### src/rtl/sddr_pkg.sv
// -----------------------------------------------------------------------------
// sddr_pkg
// Shared types and constants for the single-line write-back buffer:
//   - state_e          : line buffer FSM states
//   - WORD_* / BYTE_*  : word and byte geometry of the CPU port
//   - line_offset_bits : byte-offset width of a line (log2 of bytes per line)
// -----------------------------------------------------------------------------
package sddr_pkg;

  typedef enum logic [2:0] {
    ST_IDLE,
    ST_WB_CMD,
    ST_FILL_CMD,
    ST_FILL_WAIT,
    ST_FLUSH_END
  } state_e;

  localparam int WORD_BITS  = 32;
  localparam int BYTE_BITS  = 8;
  localparam int WORD_BYTES = WORD_BITS / BYTE_BITS;
  // Address bits that select a byte inside a word (ignored by the buffer).
  localparam int WORD_OFS   = 2;

  // Number of address bits that select a byte inside a line.
  function automatic int line_offset_bits(input int line_bits);
    return $clog2(line_bits / BYTE_BITS);
  endfunction

endpackage

### src/rtl/sddr_word_merge.sv
// -----------------------------------------------------------------------------
// sddr_word_merge
// Combinational byte-masked insertion of one 32-bit word into a line.
//   line_i       : source line
//   word_index_i : word slot w; the word lives in line[32w+31:32w]
//   mask_i       : byte enables; byte b is replaced when mask_i[b] is set
//   data_i       : word to insert
//   line_o       : source line with the enabled bytes replaced
//   word_o       : the resulting word at slot w (the plain read when mask is 0)
// -----------------------------------------------------------------------------
module sddr_word_merge
  import sddr_pkg::*;
#(
  parameter int LINE_BITS = 128,
  parameter int IDX_BITS  = 2
) (
  input  logic [LINE_BITS-1:0]  line_i,
  input  logic [IDX_BITS-1:0]   word_index_i,
  input  logic [WORD_BYTES-1:0] mask_i,
  input  logic [WORD_BITS-1:0]  data_i,
  output logic [LINE_BITS-1:0]  line_o,
  output logic [WORD_BITS-1:0]  word_o
);

  localparam int NUM_WORDS = LINE_BITS / WORD_BITS;

  // NOTE: every output gets a default before the loop, so no path leaves a
  // combinational output unassigned and no latch is inferred.
  always_comb begin
    line_o = line_i;
    word_o = '0;
    for (int w = 0; w < NUM_WORDS; w++) begin
      if (word_index_i == IDX_BITS'(w)) begin
        for (int b = 0; b < WORD_BYTES; b++) begin
          if (mask_i[b]) begin
            line_o[w*WORD_BITS + b*BYTE_BITS +: BYTE_BITS] = data_i[b*BYTE_BITS +: BYTE_BITS];
          end
        end
        word_o = line_o[w*WORD_BITS +: WORD_BITS];
      end
    end
  end

endmodule

### src/rtl/sddr_line_buffer.sv
// -----------------------------------------------------------------------------
// sddr_line_buffer
// Single-line write-back buffer between the CPU load/store port and the DDR
// controller's whole-line burst interface. Masked 32-bit stores become
// read-modify-write in a local line register because the controller has no
// data mask.
//
// Ports (all synchronous to cpu_clock_i; reset_i is synchronous active-high):
//   req_valid_i / req_ack_o      CPU request handshake (transfer on both high)
//   req_address_i                byte address, bits [1:0] ignored
//   req_write_i/req_mask_i/req_data_i  store flag, byte enables, store data
//   rsp_valid_o / rsp_data_o     one-cycle completion pulse and word
//   flush_i / flush_done_o       write back + invalidate, completion pulse
//   ddr_cmd_*                    registered burst command to the controller
//   ddr_rsp_ready_i/ddr_rsp_data_i  read-line return pulse and data
// -----------------------------------------------------------------------------
module sddr_line_buffer
  import sddr_pkg::*;
#(
  parameter int ADDRESS_BITS = 27,
  parameter int LINE_BITS    = 128
) (
  input  logic                    cpu_clock_i,
  input  logic                    reset_i,
  input  logic                    req_valid_i,
  output logic                    req_ack_o,
  input  logic [ADDRESS_BITS-1:0] req_address_i,
  input  logic                    req_write_i,
  input  logic [WORD_BYTES-1:0]   req_mask_i,
  input  logic [WORD_BITS-1:0]    req_data_i,
  output logic                    rsp_valid_o,
  output logic [WORD_BITS-1:0]    rsp_data_o,
  input  logic                    flush_i,
  output logic                    flush_done_o,
  output logic                    ddr_cmd_valid_o,
  input  logic                    ddr_cmd_ack_i,
  output logic [ADDRESS_BITS-1:0] ddr_cmd_address_o,
  output logic                    ddr_cmd_write_o,
  output logic [LINE_BITS-1:0]    ddr_cmd_data_o,
  input  logic                    ddr_rsp_ready_i,
  input  logic [LINE_BITS-1:0]    ddr_rsp_data_i
);

  localparam int OFS      = line_offset_bits(LINE_BITS);
  localparam int TAG_BITS = ADDRESS_BITS - OFS;
  localparam int IDX_BITS = OFS - WORD_OFS;

  // ---------------------------------------------------------------------------
  // State
  // ---------------------------------------------------------------------------
  state_e                  state_q, state_d;
  logic [LINE_BITS-1:0]    line_q, line_d;
  logic [TAG_BITS-1:0]     tag_q, tag_d;
  logic                    line_valid_q, line_valid_d;
  logic                    dirty_q, dirty_d;
  logic                    flushing_q, flushing_d;

  // Pending miss request, held while the line is written back / refilled.
  logic [TAG_BITS-1:0]     pend_tag_q, pend_tag_d;
  logic [IDX_BITS-1:0]     pend_idx_q, pend_idx_d;
  logic                    pend_write_q, pend_write_d;
  logic [WORD_BYTES-1:0]   pend_mask_q, pend_mask_d;
  logic [WORD_BITS-1:0]    pend_data_q, pend_data_d;

  // Registered outputs.
  logic                    rsp_valid_q, rsp_valid_d;
  logic [WORD_BITS-1:0]    rsp_data_q, rsp_data_d;
  logic                    flush_done_q, flush_done_d;
  logic                    cmd_valid_q, cmd_valid_d;
  logic                    cmd_write_q, cmd_write_d;
  logic [ADDRESS_BITS-1:0] cmd_address_q, cmd_address_d;
  logic [LINE_BITS-1:0]    cmd_data_q, cmd_data_d;

  // ---------------------------------------------------------------------------
  // Request decode
  // ---------------------------------------------------------------------------
  logic [TAG_BITS-1:0] req_tag;
  logic [IDX_BITS-1:0] req_idx;
  logic                hit;
  logic                req_fire;
  logic                unused_byte_bits;

  assign req_tag  = req_address_i[ADDRESS_BITS-1:OFS];
  assign req_idx  = req_address_i[OFS-1:WORD_OFS];
  assign hit      = line_valid_q && (tag_q == req_tag);
  // Byte-within-word address bits carry no meaning for word accesses.
  assign unused_byte_bits = ^req_address_i[WORD_OFS-1:0];

  // Acceptance is combinational on flush_i so a simultaneous flush wins.
  assign req_ack_o = !reset_i && (state_q == ST_IDLE) && !flush_i;
  assign req_fire  = req_valid_i && req_ack_o;

  // ---------------------------------------------------------------------------
  // Shared merge unit: the hit path merges into the resident line, the fill
  // path merges the pending store into the line returned by the controller.
  // A load uses mask 0, which makes the merge a plain word read.
  // ---------------------------------------------------------------------------
  logic [LINE_BITS-1:0]  merge_line_in, merge_line_out;
  logic [IDX_BITS-1:0]   merge_idx;
  logic [WORD_BYTES-1:0] merge_mask;
  logic [WORD_BITS-1:0]  merge_data, merge_word;

  always_comb begin
    if (state_q == ST_FILL_WAIT) begin
      merge_line_in = ddr_rsp_data_i;
      merge_idx     = pend_idx_q;
      merge_mask    = pend_write_q ? pend_mask_q : '0;
      merge_data    = pend_data_q;
    end else begin
      merge_line_in = line_q;
      merge_idx     = req_idx;
      merge_mask    = req_write_i ? req_mask_i : '0;
      merge_data    = req_data_i;
    end
  end

  sddr_word_merge #(
    .LINE_BITS (LINE_BITS),
    .IDX_BITS  (IDX_BITS)
  ) u_word_merge (
    .line_i       (merge_line_in),
    .word_index_i (merge_idx),
    .mask_i       (merge_mask),
    .data_i       (merge_data),
    .line_o       (merge_line_out),
    .word_o       (merge_word)
  );

  // ---------------------------------------------------------------------------
  // Next-state logic
  // ---------------------------------------------------------------------------
  always_comb begin
    state_d       = state_q;
    line_d        = line_q;
    tag_d         = tag_q;
    line_valid_d  = line_valid_q;
    dirty_d       = dirty_q;
    flushing_d    = flushing_q;
    pend_tag_d    = pend_tag_q;
    pend_idx_d    = pend_idx_q;
    pend_write_d  = pend_write_q;
    pend_mask_d   = pend_mask_q;
    pend_data_d   = pend_data_q;
    rsp_valid_d   = 1'b0;
    rsp_data_d    = rsp_data_q;
    flush_done_d  = 1'b0;
    cmd_valid_d   = cmd_valid_q;
    cmd_write_d   = cmd_write_q;
    cmd_address_d = cmd_address_q;
    cmd_data_d    = cmd_data_q;

    unique case (state_q)
      ST_IDLE: begin
        if (flush_i) begin
          flushing_d = 1'b1;
          if (line_valid_q && dirty_q) begin
            state_d       = ST_WB_CMD;
            cmd_valid_d   = 1'b1;
            cmd_write_d   = 1'b1;
            cmd_address_d = {tag_q, {OFS{1'b0}}};
            cmd_data_d    = line_q;
          end else begin
            state_d = ST_FLUSH_END;
          end
        end else if (req_fire) begin
          if (hit) begin
            rsp_valid_d = 1'b1;
            rsp_data_d  = merge_word;
            if (req_write_i && (req_mask_i != '0)) begin
              line_d  = merge_line_out;
              dirty_d = 1'b1;
            end
          end else begin
            pend_tag_d   = req_tag;
            pend_idx_d   = req_idx;
            pend_write_d = req_write_i;
            pend_mask_d  = req_mask_i;
            pend_data_d  = req_data_i;
            cmd_valid_d  = 1'b1;
            if (line_valid_q && dirty_q) begin
              state_d       = ST_WB_CMD;
              cmd_write_d   = 1'b1;
              cmd_address_d = {tag_q, {OFS{1'b0}}};
              cmd_data_d    = line_q;
            end else begin
              state_d       = ST_FILL_CMD;
              cmd_write_d   = 1'b0;
              cmd_address_d = {req_tag, {OFS{1'b0}}};
            end
          end
        end
      end

      // The controller sends no write response; the fill command that follows
      // is ordered behind the write by its single command path.
      ST_WB_CMD: begin
        if (ddr_cmd_ack_i) begin
          dirty_d = 1'b0;
          if (flushing_q) begin
            state_d     = ST_FLUSH_END;
            cmd_valid_d = 1'b0;
          end else begin
            state_d       = ST_FILL_CMD;
            cmd_valid_d   = 1'b1;
            cmd_write_d   = 1'b0;
            cmd_address_d = {pend_tag_q, {OFS{1'b0}}};
          end
        end
      end

      ST_FILL_CMD: begin
        if (ddr_cmd_ack_i) begin
          state_d     = ST_FILL_WAIT;
          cmd_valid_d = 1'b0;
        end
      end

      ST_FILL_WAIT: begin
        if (ddr_rsp_ready_i) begin
          state_d      = ST_IDLE;
          line_d       = merge_line_out;
          tag_d        = pend_tag_q;
          line_valid_d = 1'b1;
          dirty_d      = pend_write_q && (pend_mask_q != '0);
          rsp_valid_d  = 1'b1;
          rsp_data_d   = merge_word;
        end
      end

      ST_FLUSH_END: begin
        state_d      = ST_IDLE;
        line_valid_d = 1'b0;
        dirty_d      = 1'b0;
        flushing_d   = 1'b0;
        flush_done_d = 1'b1;
      end

      default: begin
        state_d = ST_IDLE;
      end
    endcase
  end

  // ---------------------------------------------------------------------------
  // Control and output registers
  // ---------------------------------------------------------------------------
  // NOTE: sequential state uses non-blocking assignments so every register
  // samples the pre-edge values regardless of block ordering.
  always_ff @(posedge cpu_clock_i) begin
    if (reset_i) begin
      state_q       <= ST_IDLE;
      line_valid_q  <= 1'b0;
      dirty_q       <= 1'b0;
      flushing_q    <= 1'b0;
      rsp_valid_q   <= 1'b0;
      rsp_data_q    <= '0;
      flush_done_q  <= 1'b0;
      cmd_valid_q   <= 1'b0;
      cmd_write_q   <= 1'b0;
      cmd_address_q <= '0;
      cmd_data_q    <= '0;
    end else begin
      state_q       <= state_d;
      line_valid_q  <= line_valid_d;
      dirty_q       <= dirty_d;
      flushing_q    <= flushing_d;
      rsp_valid_q   <= rsp_valid_d;
      rsp_data_q    <= rsp_data_d;
      flush_done_q  <= flush_done_d;
      cmd_valid_q   <= cmd_valid_d;
      cmd_write_q   <= cmd_write_d;
      cmd_address_q <= cmd_address_d;
      cmd_data_q    <= cmd_data_d;
    end
  end

  // NOTE: the line, tag and pending request are datapath storage qualified by
  // line_valid_q and the FSM state, so they carry no reset.
  always_ff @(posedge cpu_clock_i) begin
    line_q       <= line_d;
    tag_q        <= tag_d;
    pend_tag_q   <= pend_tag_d;
    pend_idx_q   <= pend_idx_d;
    pend_write_q <= pend_write_d;
    pend_mask_q  <= pend_mask_d;
    pend_data_q  <= pend_data_d;
  end

  assign rsp_valid_o       = rsp_valid_q;
  assign rsp_data_o        = rsp_data_q;
  assign flush_done_o      = flush_done_q;
  assign ddr_cmd_valid_o   = cmd_valid_q;
  assign ddr_cmd_write_o   = cmd_write_q;
  assign ddr_cmd_address_o = cmd_address_q;
  assign ddr_cmd_data_o    = cmd_data_q;

endmodule
### config.mk
export PLATFORM = sky130hd
export DESIGN_NAME = sddr_line_buffer
export DESIGN_NICKNAME = d
export VERILOG_FILES = /design/src/rtl/sddr_pkg.sv /design/src/rtl/sddr_word_merge.sv /design/src/rtl/sddr_line_buffer.sv
export SDC_FILE = /design/constraint.sdc
export NUM_CORES = 1
export LEC_CHECK = 0
export ABC_AREA = 0
export CORE_AREA = 2 2 316 255
export DETAILED_ROUTE_END_ITERATION = 10
export DIE_AREA = 0 0 318 257
export GPL_TIMING_DRIVEN = 0
export REMOVE_ABC_BUFFERS = 1
export SYNTH_ARGS = -nofsm -noshare
export SYNTH_HDL_FRONTEND = slang
export SYNTH_HIERARCHICAL = 1
export SYNTH_SLANG_ARGS = --single-unit
### constraint.sdc
create_clock -name cpu_clock_i -period 12.65 [get_ports cpu_clock_i]
set_input_delay 1.265 -clock cpu_clock_i [delete_from_list [all_inputs] [get_ports cpu_clock_i]]
set_output_delay 1.265 -clock cpu_clock_i [all_outputs]
set_load 0.01 [all_outputs]
==> impl_metrics.toml, run 1 <==
[outcome]
outcome = "complete, no violations"

[global_routing]
grt_max_degree = 90
grt_pass1_wl_um = 94800
grt_pass1_vias = 14700
overflow = 0
grt_usage_pct = 15.1
antenna_found_initial = 5

[timing]
slew_viol_final = 0
worstMarginPinSlew_ns = 1.01
clock.fmax_mhz = 217
clock_skew_ns = 0.0102
max_slew_margin_pct = 32.6
setup_slack_ns = 8.05
hold_viol = 0
setup_tns_ns = 0
min_period_ns = 4.60
rsz0062_at_grt = "no"
finalCritPeriodShare_pct = 36.4
setup_violations = 0

[placement]
hpwl_um = 43900
place.gp.congestion = 0.772
dp_cells = 3255
dpl_cell_area_um2 = 24600
place_ws_ns = 7.44
port_buffers = 383

[routing]
postRouteWirelength_um = 63700
drtIter0Drc = 830
viasPerCell = 4.47
wl_per_cell_um = 19.0
drc = 0
postRouteAntennaNets = 0
dr_total_vias = 14900
first_pass_iters = 5

[clock_tree]
cts_tree = "done"
htree_num_levels = 2
cts-hold-fix-buffers = 0
clkLatencyLatePin_ns = 0.58
clk_path_buf_depth = 3
clk_pin_slew_ns = 0.06
cts_sinks = 406
post-cts-setup-buffers = 0
cts_made_buffers = 47
cts_root_buf = "clkbuf_16"
cts-resized-gates = 0

[setup_path]
cp_top_family = "simple AND/OR/NAND/NOR gates"
rrSetupSlack_ns = 8.28
cp_slowest_cell = "nor4_2"
slowest_delay_ns = 0.86
path_cells = "clkdlybuf4s50_1 -> xnor2_1 -> nand4_1 -> nor4_2 -> a31oi_1 -> nor2_4 -> buf_12 -> buf_12 -> buf_12"
crit_type = "in2reg"
worstReg2RegEnd = "line_q[34]"
r2r_start = "state_q[1]"
cpMostUsedCell = "buf_12"
rr_worst_depth = 10
worstSetupEndpointType = "flip-flop"
critPathLaunchType = "primary input"
crit_buf_inv = 4
crit_required_ns = 12.92
crit_fanout = 28
crit_arrival_ns = 4.87

[final_layout]
drive_gt1_share_pct = 12.1
multiInputGateArea_um2 = 8310
final-seq-area_um2 = 10300
stdcell_count = 3343
area_delta_synth_final_pct = 34.2
fin_nets = 2469
design_area_um2 = 26100
nFillCells = 8011

[yosys]
synth_edf_count = 213
syn_inst = 1937
synth-seq-cells = 406
synth-async-reset-ratio_pct = 0
avgSynthCellArea_um2 = 10.1
synth_compound_gate_area_share_pct = 6.15
synthSimpleGateAreaFrac_pct = 16.1
synthAdderAreaFrac_pct = 0
yosysWarnings = 6
synth_cell_types = 49
synthXorXnorAreaFrac_pct = 1.08
synth_top_family_by_area = "multiplexers"
synth_area_um2 = 19500
ys.flop_type = "edfxtp_1"
ys_seq_area_share_pct = 52.7
muxShareOfSynthArea_pct = 18.8

[min_path]
min_path_type = "reg2reg"
hold_end = "tag_q[0]"
hold_path_depth = 0
min_from = "pend_tag_q[0]"

[floorplan]
die_x_um = 318
fp.coreArea_um2 = 78400
initial_utilization_pct = 24.8
pin_count = 390
die_h_um = 257
dieArea_um2 = 81700
num_rows = 92

[power_and_ir_drop]
leakagePower_nw = 9.73
p_per_area_nw_per_um2 = 168
peakVddDrop_mv = 0.0911

[run]
drv_cap = 0
[synth_stat cells, types with 2 or more instances]
cell type	number	area, µm²
a211oi_1	28	210
a21oi_1	30	150
a221o_1	6	60.1
a221oi_1	2	17.5
a31oi_1	6	37.5
and2_1	5	31.3
buf_1	4	15.0
buf_12	10	200
buf_2	28	140
buf_4	7	52.6
buf_6	9	101
clkbuf_1	73	274
dfxtp_1	193	3860
edfxtp_1	213	6400
inv_1	51	191
mux2_1	3	33.8
mux2_2	153	1720
mux2i_1	191	1910
nand2_1	521	1960
nand2_2	8	50.1
nand2b_1	4	25.0
nand3_1	15	75.1
nand4_1	6	37.5
nor2_1	199	747
nor2b_1	8	50.1
nor3_1	11	55.1
o21a_1	3	22.5
o21ai_0	53	265
o22ai_1	26	163
o311ai_0	2	17.5
o31ai_1	2	15.0
o41ai_1	23	201
or2_2	4	25.0
or3_1	2	12.5
xnor2_1	24	210
[per-stage QoR]
stage | hold WS (ns) | util [%] | total power (W)
after detailed placement | 0.434 | 31.4 | 0.00302
after floorplan | 0.427 | - | 0.00254
after global routing | 0.457 | 33.4 | 0.00462
after CTS | 0.449 | 33.3 | 0.00443
after global placement | 0.430 | 30.4 | 0.00304
final | 0.449 | 33.4 | 0.00438
[flip-flops by register name, indices dropped and copies added (netlist names)]
name / flops
ddr_cmd_address_o: 23
ddr_cmd_data_o: 128
ddr_cmd_valid_o: 1
ddr_cmd_write_o: 1
dirty_q: 1
flush_done_o: 1
flushing_q: 1
line_q: 128
line_valid_q: 1
pend_data_q: 32
pend_idx_q: 2
pend_mask_q: 4
pend_tag_q: 23
pend_write_q: 1
rsp_data_o: 32
rsp_valid_o: 1
state_q: 3
tag_q: 23
[cells in the final DEF, fill, tap and decap left out, drive strengths merged, types with 53 or more instances in the layout]
cell           synthesis  routed
clkdlybuf4s50          0     382
mux2i                191     191
mux2                 156     156
edfxtp               213     213
clkbuf                74      72
dfxtp                193     193
o21ai                 54      54
nand2                529     529
nor2                 199     199
inv                   51      53
[cell type report]
type / instances / share of cell area [%]
well taps: 1034 / 4.95
diodes: 1 / 0.00957
repair buffers: 415 / 17.4
clock buffers: 72 / 5.25
clock inverters: 14 / 0.622
multi-input cells: 1350 / 31.8
flip-flops and latches: 406 / 39.2
inverters: 51 / 0.732
[logic make-up after synthesis]
logic type,after synthesis
and+or+nand+nor,790
DFF,406
buffers and inverters,184
AOI/OAI and AO/OA,185
muxes,347
other,1
xor gates and xnor gates,24
[where the power goes]
part | leakage [nW] | total (W) | internal [W] | switching (W)
registers | 3.51 | 0.00176 | 0.00165 | 0.000106
logic | 5.48 | 0.00123 | 0.000547 | 0.000687
clock network | 0.740 | 0.00139 | 0.000810 | 0.000577
total | 9.73 | 0.00438 | 0.00301 | 0.00137
[worst max-delay path by stage]
stage | slack (ns) | startpoint | to | cells past startpoint
after global routing | 7.88 | req_address_i[15] | line_q[112] | 9
after CTS | 8.07 | req_address_i[15] | line_q[16] | 9
after detailed placement | 7.44 | req_address_i[15] | line_q[16] | 9
after global placement | -9.91 | state_q[1] | line_q[16] | 5
final | 8.05 | req_address_i[15] | line_q[48] | 9
after floorplan | -0.09 | state_q[1] | line_q[0] | 5
[worst register-to-register path, cell delays in order, from the launching register on]
cell	delay (ns)
dfxtp_1	0.61
nand2_1	0.25
nor2_4	0.46
buf_12	0.27
buf_12	0.23
nand2_1	0.13
nand2_4	0.36
buf_16	0.34
nor2b_1	0.63
nand2_2	0.39
mux2_1	0.45
[layer usage]
metal  track usage [%]  share of wire [%]
met2              25.0                 47
met3              3.29                5.6
met5                 0              0.080
met1              19.8                 45
met4              4.21                2.2
Note: power is estimated with default switching activity, not from simulation.
==> inputs of run 2 (changes only) <==
==> constraint.sdc (replaced) <==
create_clock -name cpu_clock_i -period 4.79 [get_ports cpu_clock_i]
set_input_delay 0.479 -clock cpu_clock_i [delete_from_list [all_inputs] [get_ports cpu_clock_i]]
set_output_delay 0.479 -clock cpu_clock_i [all_outputs]
set_load 0.01 [all_outputs]
==> results of run 2 <==
Same layout as run 1 (identical final DEF). Status: complete, no violations.
Among the figures that moved: setup slack after placement 7.44 ns -> 0.261 ns; setup slack after layout 8.05 ns -> 0.420 ns; hold slack 0.449 ns -> 0.253 ns; start point of the critical path req_address_i[15] -> state_q[1]; end point of the critical path line_q[48] -> line_q[34]; register-to-register setup slack 8.28 ns -> 0.42 ns; end point of the worst hold path tag_q[0] -> ddr_cmd_data_o[58]; total power 0.00438 W -> 0.0116 W; worst IR drop on VDD 0.0911 mV -> 0.241 mV
==> inputs of run 3 (changes only) <==
--- a/config.mk
+++ b/config.mk
@@ -7,8 +7,10 @@
 export LEC_CHECK = 0
 export ABC_AREA = 0
 export CORE_AREA = 2 2 316 255
+export CTS_BUF_LIST = sky130_fd_sc_hd__clkbuf_4
 export DETAILED_ROUTE_END_ITERATION = 10
 export DIE_AREA = 0 0 318 257
+export DONT_BUFFER_PORTS = 1
 export GPL_TIMING_DRIVEN = 0
 export REMOVE_ABC_BUFFERS = 1
 export SYNTH_ARGS = -nofsm -noshare
==> run 3 against run 2 <==
Compared with the run above:
- sequential cell count stayed put
- combinational power down 7.7%
- clock skew up 0.072 ns
- via count is 0.79% lower
- die area stayed put
- register-to-register slack gained 0.06 ns
- cell area shrank 7.2%
- critical path depth increased by 2
- cell count shrank 1.9%
- non-clock buffer count decreased by 184
- sequential share of layout area increased by 3.1 points
- largest power group unchanged
==> impl_metrics.toml, run 3 (synthesis results as in run 1) <==
[clock_tree]
clk_pin_slew_ns = 0.08
cts_tree = "done"
clk_path_buf_depth = 3
cts_made_buffers = 110
htree_num_levels = 3
cts_sinks = 406
cts_root_buf = "clkbuf_4"
clkLatencyLatePin_ns = 0.91

[routing]
dr_total_vias = 14800
postRouteAntennaNets = 0
drtIter0Drc = 864
wl_per_cell_um = 19.3
postRouteWirelength_um = 63400
drc = 0
viasPerCell = 4.52
first_pass_iters = 5

[placement]
port_buffers = 0
hpwl_um = 41300
place.gp.congestion = 0.773
dpl_cell_area_um2 = 20700

[floorplan]
pin_count = 390
initial_utilization_pct = 24.8
num_rows = 92
die_x_um = 318
die_h_um = 257
fp.coreArea_um2 = 78400
dieArea_um2 = 81700

[power_and_ir_drop]
leakagePower_nw = 9.30
p_per_area_nw_per_um2 = 455
peakVddDrop_mv = 0.274

[setup_path]
cp_top_family = "buffers and inverters"
endpoint = "rsp_data_o[30]"
crit_buf_inv = 4
r2r_start = "state_q[1]"
crit_type = "reg2reg"
crit_required_ns = 5.54
startpoint = "state_q[1]"
slowest_delay_ns = 0.63
critPathLaunchType = "flip-flop"
worstReg2RegEnd = "rsp_data_o[30]"
rr_worst_depth = 12
crit_arrival_ns = 5.05
rrSetupSlack_ns = 0.48
crit_fanout = 33
cp.depth = 12
cp_slowest_cell = "dfxtp_1"
worstSetupEndpointType = "flip-flop"
path_cells = "nand2_1 -> nor2_4 -> buf_12 -> buf_12 -> nand2_1 -> nand2_4 -> mux2i_1 -> dlygate4sd3_1 -> a221oi_1 -> dlygate4sd3_1 -> mux2i_1 -> nor2_1"

[final_layout]
area_delta_synth_final_pct = 24.5
fin_nets = 2349
final_cell_mix = "518 x nand2_1, 213 x edfxtp_1, 201 x dlygate4sd3_1"
design_area_um2 = 24300
drive_gt1_share_pct = 17.8
final_common_cell = "nand2_1"

[global_routing]
grt_pass1_wl_um = 94400
grt_max_degree = 216
grt_usage_pct = 15.1
overflow = 0
grt_pass1_vias = 15200
antenna_found_initial = 5

[timing]
finalCritPeriodShare_pct = 89.9
max_slew_margin_pct = 22.7
min_period_ns = 4.31
worstMarginPinSlew_ns = 1.16
hold_viol = 0
setup_tns_ns = 0
clock_skew_ns = 0.0822
hold_slack_ns = 0.169
setup_violations = 0
slew_viol_final = 0
clock.fmax_mhz = 232
rsz0062_at_grt = "no"

[min_path]
hold_path_depth = 2
min_path_type = "in2reg"

[run]
drv_cap = 0

[outcome]
outcome = "complete, no violations"
-- run 3: cell types whose count changed in the layout (fill, tap and decap cells not counted), moves of 2 or more --
cell / previous run / this run
buf_12: 21 / 19
diode_2: 1 / 4
dlygate4sd3_1: 0 / 201
clkbuf_8: 6 / 0
clkbuf_16: 49 / 0
clkinv_2: 4 / 10
clkbuf_1: 17 / 0
inv_6: 2 / 0
clkinv_1: 1 / 16
clkbuf_4: 0 / 171
clkdlybuf4s50_1: 382 / 0
buf_8: 2 / 0
-- run 3: final cells by class --
class                      instances  area, µm²
fill                            8071      54100
clock inverter                    32        198
timing repair buffer             231       2700
antenna                            4       10.0
inverter                          51        191
clock buffer                     171       1280
multi-input combinational       1351       8320
sequential                       406      10300
tap                             1034       1290
-- run 3: worst min-delay path by stage --
stage                               end            from
floorplan                      tag_q[0]   pend_tag_q[0]
global placement              tag_q[12]  pend_tag_q[12]
detailed placement            tag_q[12]  pend_tag_q[12]
CTS                 ddr_cmd_data_o[126]         flush_i
global route        ddr_cmd_data_o[126]         flush_i
finish              ddr_cmd_data_o[124]         reset_i
-- run 3: power breakdown --
group	internal (W)	switching, W	total [W]
Clock	0.00173	0.00157	0.00330
Sequential	0.00437	0.000360	0.00473
Combinational	0.00127	0.00174	0.00301
-- run 3: per-stage QoR --
step	setup slack, ns	util [%]	cells	total power (W)
final	0.483	30.9	3280	0.0110
after global routing	0.180	30.9	3280	0.0117
after CTS	0.00282	30.9	3275	0.0112
after detailed placement	0.0771	26.4	2870	0.00759
after global placement	-17.37	25.5	2841	0.00722
after floorplan	-7.95	-	1807	0.00671
-- run 3: repair_timing --
item                                   in CTS  in global routing
resized for setup                           0                  1
setup endpoints to repair                   0                 32
hold buffers                              202                  0
endpoints found under the hold margin     395                  0
setup buffers                               0                  0
-- run 3: metal layers --
layer	routed length (µm)	share of wire, %	global-route usage, %	vias to the layer above
li1	-	-	-	7198
met1	28200	44	18.9	7049
met2	29400	46	24.4	453
met3	4380	6.9	4.80	119
met4	1370	2.2	5.20	4
met5	25	0.039	0	-
-- run 3: worst register-to-register path: stages, from the launching register on --
cell and delay, ns:
dfxtp_1 0.63, nand2_1 0.28, nor2_4 0.51, buf_12 0.28
buf_12 0.26, nand2_1 0.12, nand2_4 0.38, mux2i_1 0.26
dlygate4sd3_1 0.57, a221oi_1 0.06, dlygate4sd3_1 0.61, mux2i_1 0.13
nor2_1 0.05
